### config.mk
export PLATFORM = sky130hd
export DESIGN_NAME = ahb_master
export DESIGN_NICKNAME = d
export VERILOG_FILES = /design/src/rtl/ahb_master.sv
export SDC_FILE = /design/constraint.sdc
export NUM_CORES = 1
export LEC_CHECK = 0
export CAP_MARGIN = 20
export CORE_UTILIZATION = 45
export DETAILED_ROUTE_END_ITERATION = 10
export PLACE_DENSITY_LB_ADDON = 0.25
export SETUP_SLACK_MARGIN = 0.15
export SYNTH_ARGS = -nofsm -noshare
export SYNTH_HDL_FRONTEND = slang
export SYNTH_SLANG_ARGS = --single-unit
export TNS_END_PERCENT = 100
### constraint.sdc
create_clock -name i_clk_ahb -period 2.45 [get_ports i_clk_ahb]
set_clock_uncertainty 0.2 [all_clocks]
set_input_delay 0.3675 -clock i_clk_ahb [delete_from_list [all_inputs] [get_ports i_clk_ahb]]
set_output_delay 0.3675 -clock i_clk_ahb [all_outputs]
set_load 0.02 [all_outputs]
### src/rtl/ahb_master.sv
// AHB-Lite single-transfer initiator: valid/ready command port in, pipelined NONSEQ transfers out.
// ERROR responses drop the address stage to IDLE and replay the held request afterwards.
//
// state     | meaning
// ST_RUN    | normal issue; new requests accepted whenever HREADY is high
// ST_REPLAY | ERROR cancelled the pending address phase; re-issue it at the next ready edge
module ahb_master #(
    parameter int DATA_WIDTH = 32,
    parameter int ADDR_WIDTH = 32
) (
    input  logic                  i_clk_ahb,
    input  logic                  i_rstn_ahb,
    input  logic                  i_valid,
    input  logic                  i_rd0_wr1,
    input  logic [ADDR_WIDTH-1:0] i_addr,
    input  logic [DATA_WIDTH-1:0] i_wr_data,
    output logic                  o_ready,
    output logic                  o_rd_valid,
    output logic [DATA_WIDTH-1:0] o_rd_data,
    output logic                  o_err,
    input  logic                  i_hready,
    input  logic                  i_hresp,
    input  logic [DATA_WIDTH-1:0] i_hrdata,
    output logic [1:0]            o_htrans,
    output logic [ADDR_WIDTH-1:0] o_haddr,
    output logic                  o_hwrite,
    output logic [2:0]            o_hsize,
    output logic [2:0]            o_hburst,
    output logic [3:0]            o_hprot,
    output logic                  o_hmastlock,
    output logic [DATA_WIDTH-1:0] o_hwdata
);

    typedef enum logic {
        ST_RUN    = 1'b0,
        ST_REPLAY = 1'b1
    } state_t;

    state_t                  state_q,    state_d;
    logic                    nonseq_q,   nonseq_d;
    logic [ADDR_WIDTH-1:0]   haddr_q,    haddr_d;
    logic                    hwrite_q,   hwrite_d;
    logic [DATA_WIDTH-1:0]   wbuf_q,     wbuf_d;
    logic                    dp_valid_q, dp_valid_d;
    logic                    dp_write_q, dp_write_d;
    logic [DATA_WIDTH-1:0]   hwdata_q,   hwdata_d;
    logic                    rd_valid_q, rd_valid_d;
    logic [DATA_WIDTH-1:0]   rd_data_q,  rd_data_d;
    logic                    err_q,      err_d;

    always_ff @(posedge i_clk_ahb) begin
        if (!i_rstn_ahb) begin
            state_q    <= ST_RUN;
            nonseq_q   <= 1'b0;
            haddr_q    <= '0;
            hwrite_q   <= 1'b0;
            wbuf_q     <= '0;
            dp_valid_q <= 1'b0;
            dp_write_q <= 1'b0;
            hwdata_q   <= '0;
            rd_valid_q <= 1'b0;
            rd_data_q  <= '0;
            err_q      <= 1'b0;
        end else begin
            state_q    <= state_d;
            nonseq_q   <= nonseq_d;
            haddr_q    <= haddr_d;
            hwrite_q   <= hwrite_d;
            wbuf_q     <= wbuf_d;
            dp_valid_q <= dp_valid_d;
            dp_write_q <= dp_write_d;
            hwdata_q   <= hwdata_d;
            rd_valid_q <= rd_valid_d;
            rd_data_q  <= rd_data_d;
            err_q      <= err_d;
        end
    end

    always_comb begin
        state_d    = state_q;
        nonseq_d   = nonseq_q;
        haddr_d    = haddr_q;
        hwrite_d   = hwrite_q;
        wbuf_d     = wbuf_q;
        dp_valid_d = dp_valid_q;
        dp_write_d = dp_write_q;
        hwdata_d   = hwdata_q;
        rd_valid_d = 1'b0;
        rd_data_d  = rd_data_q;
        err_d      = 1'b0;

        if (i_hready) begin
            if (dp_valid_q) begin
                if (i_hresp) begin
                    err_d = 1'b1;
                end else if (!dp_write_q) begin
                    rd_valid_d = 1'b1;
                    rd_data_d  = i_hrdata;
                end
            end

            dp_valid_d = nonseq_q;
            dp_write_d = hwrite_q;
            if (nonseq_q && hwrite_q) begin
                hwdata_d = wbuf_q;
            end

            if (state_q == ST_REPLAY) begin
                nonseq_d = 1'b1;
                state_d  = ST_RUN;
            end else if (i_valid) begin
                nonseq_d = 1'b1;
                haddr_d  = i_addr;
                hwrite_d = i_rd0_wr1;
                wbuf_d   = i_wr_data;
            end else begin
                nonseq_d = 1'b0;
            end
        end else if (i_hresp && dp_valid_q && nonseq_q) begin
            // First ERROR cycle: withdraw the pending address phase, keep the request for replay.
            nonseq_d = 1'b0;
            state_d  = ST_REPLAY;
        end
    end

    assign o_ready     = i_hready & (state_q != ST_REPLAY);
    assign o_htrans    = nonseq_q ? 2'b10 : 2'b00;
    assign o_haddr     = haddr_q;
    assign o_hwrite    = hwrite_q;
    assign o_hwdata    = hwdata_q;
    assign o_rd_valid  = rd_valid_q;
    assign o_rd_data   = rd_data_q;
    assign o_err       = err_q;
    assign o_hsize     = 3'b010;
    assign o_hburst    = 3'b000;
    assign o_hprot     = 4'b0011;
    assign o_hmastlock = 1'b0;

endmodule

[Word-level counts from Yosys, hierarchy flattened]
Cells that the tools add are included.
Word-level totals
  register bits: 135
  input bits: 102
  word-level logic and storage cells: 35
Operators by class
  reductions and logical operators: 10
  muxes and demuxes: 7
  bitwise gates (word level): 7
Operators by type and width (number)
  $mux 1: 6
  $not 1->1: 6
  $reduce_and 3->1: 2
  $reduce_and 4->1: 1
  $reduce_or 4->1: 1
  $logic_and 1x1->1: 3
  $mux 2: 1
  $reduce_and 2->1: 1
  $reduce_bool 2->1: 1
  $reduce_or 2->1: 1
  $and 1x1->1: 1

[Depth between registers and ports, before layout]
  depth after elaboration: 4
  gate-level depth with buffers: 6
  depth with buffers taken out: 2

[Least setup slack after synthesis]
Ideal clock, no wire load.
  path kind: input to register
  start: input i_hready
  end: register haddr_q[0], in the netlist o_haddr[0]
  slack: 0.976 ns
  stages on the path: 6
  arrival time: 1.203 ns
  cells stage by stage: buf_6 -> and3b_1 -> clkbuf_2 -> buf_6 -> buf_6 -> mux2i_1
On the way
  word-level cells in the longest chain between the ends: 1
Ends and longest elaborated chain
  start: declaration: line 21  | input logic i_hready,
  $reduce_and 3->1 (no source line)
  end signal: assignment: line 67  | haddr_q <= haddr_d;
  end: declaration: line 41  | logic [ADDR_WIDTH-1:0] haddr_q, haddr_d;
No other way between the ends.
A chain may end at the register's enable or synchronous reset.

[Worst setup path after layout]
  start: input i_hready
  end: output o_ready
On the way
  word-level cells in the longest chain between the ends: 1
Ends and longest elaborated chain
  $and 1x1->1: line 126  | assign o_ready = i_hready & (state_q != ST_REPLAY);
  end: declaration: line 17  | output logic o_ready,
No other way between the ends.

==> metrics.md <==
| Metric | Value |
|---|---|
| Final #Nets | `851` |
| Fmax | `0.456 GHz` |
| Slew @ Worst Pin | `0.528 ns` |
| Router iterations before antenna repair | `4` |
| Tcrit/Tclk final | `89.5%` |
| Post-synth EDFFs | `0` |
| Mapped Area | `5310 sq um` |
| H-tree Lvls | `4` |
| CTS root buf | `clkbuf_16` |
| CP peak stage delay | `0.61 ns` |
| DIE WIDTH | `111 um` |
| Initial Utilization | `46.3%` |
| Fin. Hold Viols | `0` |
| Register area share after synthesis | `50.9%` |
| CORE AREA | `11,500 sq um` |
| Crit-path max FO | `2` |
| Post-Synthesis Cells | `562` |
| Die H | `111 um` |
| Final worst slack | `0.257 ns` |
| Cell Chain, Critical Path | `clkdlybuf4s50_1, nand2b_1, inv_1, clkdlybuf4s50_1` |
| Final Critical Period | `2.19 ns` |
| Clock Path Buffers | `2` |
| Worst hold path class | `primary input to flop` |
| Distinct cells, synth | `21` |
| Synth cell count leaders | `nand2_1, dfxtp_1, mux2i_1` |
| DR WL/cell | `14.1 um` |
| Max-slew headroom | `64.8%` |
| Total CTS buffers | `17` |
| Critical path arrival | `1.63 ns` |
| Top cells by area in the synthesized netlist | `dfxtp_1, mux2i_1, nand2_1` |
| Clk_lat worst skew | `0.41 ns` |
| Met2 Use GR | `38.1%` |
| DRC Markers | `0` |
| Met3 global-route usage | `7.71%` |
| Tot GR Track Use | `21.6%` |
| Area leader, netlist | `dfxtp_1` |
| Setup crit start kind | `primary input` |
| CP Capture Type | `primary output` |
| Cell area power density | `679 nW/um^2` |
| Detail Route Antenna Nets | `0` |
| Buf/Inv on CP | `3` |
| Met1 Usage GRT | `23.8%` |
| CP delay by family, top | `buffers and inverters` |
| Most frequent cell after synthesis | `nand2_1` |
| Maximum VDD drop | `0.000411 V` |
| Reg clk slew, reported paths | `0.06 ns` |
| Die Area | `12,200 sq um` |
| Rows | `39` |
| Number of global-route vias before repair | `4,390` |
| Vias per cell | `4.74` |
| Iteration-0 DRC Markers | `210` |
| Largest net degree at the start of global routing | `70` |
| First-pass GRT wire length | `21.1 mm` |
| Syn_area_per_cell | `9.46 sq um` |
| Dpl ws | `0.251 ns` |
| Tot Pwr | `5.42 mW` |
| Status | `completed` |
| Worst endpoint required time | `1.88 ns` |
| Max cap viols | `0` |
| Multi-input gate area | `2310 sq um` |
| Synth warn | `0` |
| Clock sink count | `135` |
| Max Slew Vio Count | `0` |
| Final setup fails | `0` |
| Seq cells post-synth | `135` |
| Final GP Congestion | `0.736` |
| DP Area | `7370 sq um` |
| Post-synth ARST share | `0%` |
| CTS tree | `done` |
| I/O Buffers | `202` |
| Final hold slack | `0.236 ns` |
| Post-synth top area share | `50.9%` |
| DPL Wire Length | `8.88 mm` |
| Via count | `4,293` |
| Gr ovfl total | `0` |
| Sequential Area | `2700 sq um` |
| CP most frequent cell | `clkdlybuf4s50_1` |
| Fin area | `7990 sq um` |
| Setup repair bufs after CTS | `0` |
| Share of post-route cells with drive strength above 1 | `6.30%` |
| P&R area growth vs syn | `50.3%` |
| Fillers | `891` |
| RSZ-0062 raised after global routing | `false` |
| Setup_tns | `0 ns` |
| # IOs | `215` |
| Leak Pwr | `3.24 nW` |
| Critical path type | `primary input to primary output` |
| GRT busiest layer | `met2` |
| Slowest library cell on the worst path | `clkdlybuf4s50_1` |
| Post-CTS sizing | `0` |
| Post-synth top flop | `dfxtp_1` |
| # hold bufs at CTS | `0` |
| Initial antenna violation count | `1` |
| Final wirelength | `12.7 mm` |
==> final timing paths <==
path | from | endpoint | slack, ns | depth (start not counted)
setup / recovery | i_hready | o_ready | 0.26 | 4
hold / removal | i_rstn_ahb | wbuf_q[0] | 0.24 | 3
setup reg to reg | state_q | wbuf_q[6] | 0.93 | 3
hold reg to reg | o_rd_data[11] | o_rd_data[11] | 0.26 | 2
==> cells in the final DEF, fill, tap and decap left out, types with 2 or more instances in the layout <==
| master | count |
|---|---|
| nor2b_1 | 2 |
| clkbuf_16 | 17 |
| buf_4 | 5 |
| clkinv_2 | 3 |
| nand2_1 | 226 |
| clkinv_4 | 2 |
| inv_6 | 3 |
| mux2i_1 | 131 |
| bufinv_16 | 3 |
| buf_12 | 6 |
| conb_1 | 12 |
| clkinvlp_4 | 3 |
| dfxtp_1 | 135 |
| clkdlybuf4s50_1 | 201 |
==> routing by layer <==
| layer | up-vias | part of all wire (%) | routed length [um] |
|---|---|---|---|
| met3 | 19 | 6.8 | 861 |
| met1 | 1969 | 42 | 5390 |
| met5 | - | 0 | 0 |
| met2 | 140 | 49 | 6210 |
| li1 | 2165 | - | - |
| met4 | 0 | 2.2 | 276 |
==> cells by family (layout without fill, tap and decap cells) <==
kind of cell	count (synthesis)	count (layout)	synth area share [%]
buffers and inverters	56	246	6.62
flip-flops	135	135	50.9
AO/OA/AOI/OAI	3	3	0.471
AND/OR/NAND/NOR	235	235	17.2
multiplexers	131	131	24.7
other	2	13	0.141
==> per-stage QoR <==
stage	utilization, %	std cells
after floorplan	-	572
after global placement	64.3	873
after detailed placement	64.3	873
after CTS	69.6	905
after global routing	69.6	906
final	69.6	906
==> flip-flops by register name, summed over array words and instances (netlist names) <==
| signal | cells |
|---|---|
| o_rd_valid | 1 |
| state_q | 1 |
| o_hwrite | 1 |
| dp_write_q | 1 |
| o_haddr | 32 |
| nonseq_q | 1 |
| o_hwdata | 32 |
| o_err | 1 |
| dp_valid_q | 1 |
| wbuf_q | 32 |
| o_rd_data | 32 |
==> worst min-delay path, cell delays in order <==
cell,delay (ns)
buf_6,0.24
nand2_1,0.13
mux2i_1,0.06
==> final cells by class <==
| cell class | instances | area share, % |
|---|---|---|
| Antenna cell | 1 | 0.0313 |
| Tap cell | 143 | 2.24 |
| Inverter | 1 | 0.0470 |
| Clock inverter | 14 | 2.15 |
| Multi-Input combinational cell | 381 | 28.9 |
| Timing Repair Buffer | 213 | 27.3 |
| Sequential cell | 135 | 33.8 |
| Clock buffer | 18 | 5.50 |
==> power breakdown <==
part	switching [mW]	internal [mW]	leakage [nW]
Combinational	0.245	0.292	1.85
Sequential	0.0273	2.26	1.10
Clock	0.963	1.63	0.293
Power figures use the tool's default switching activity.
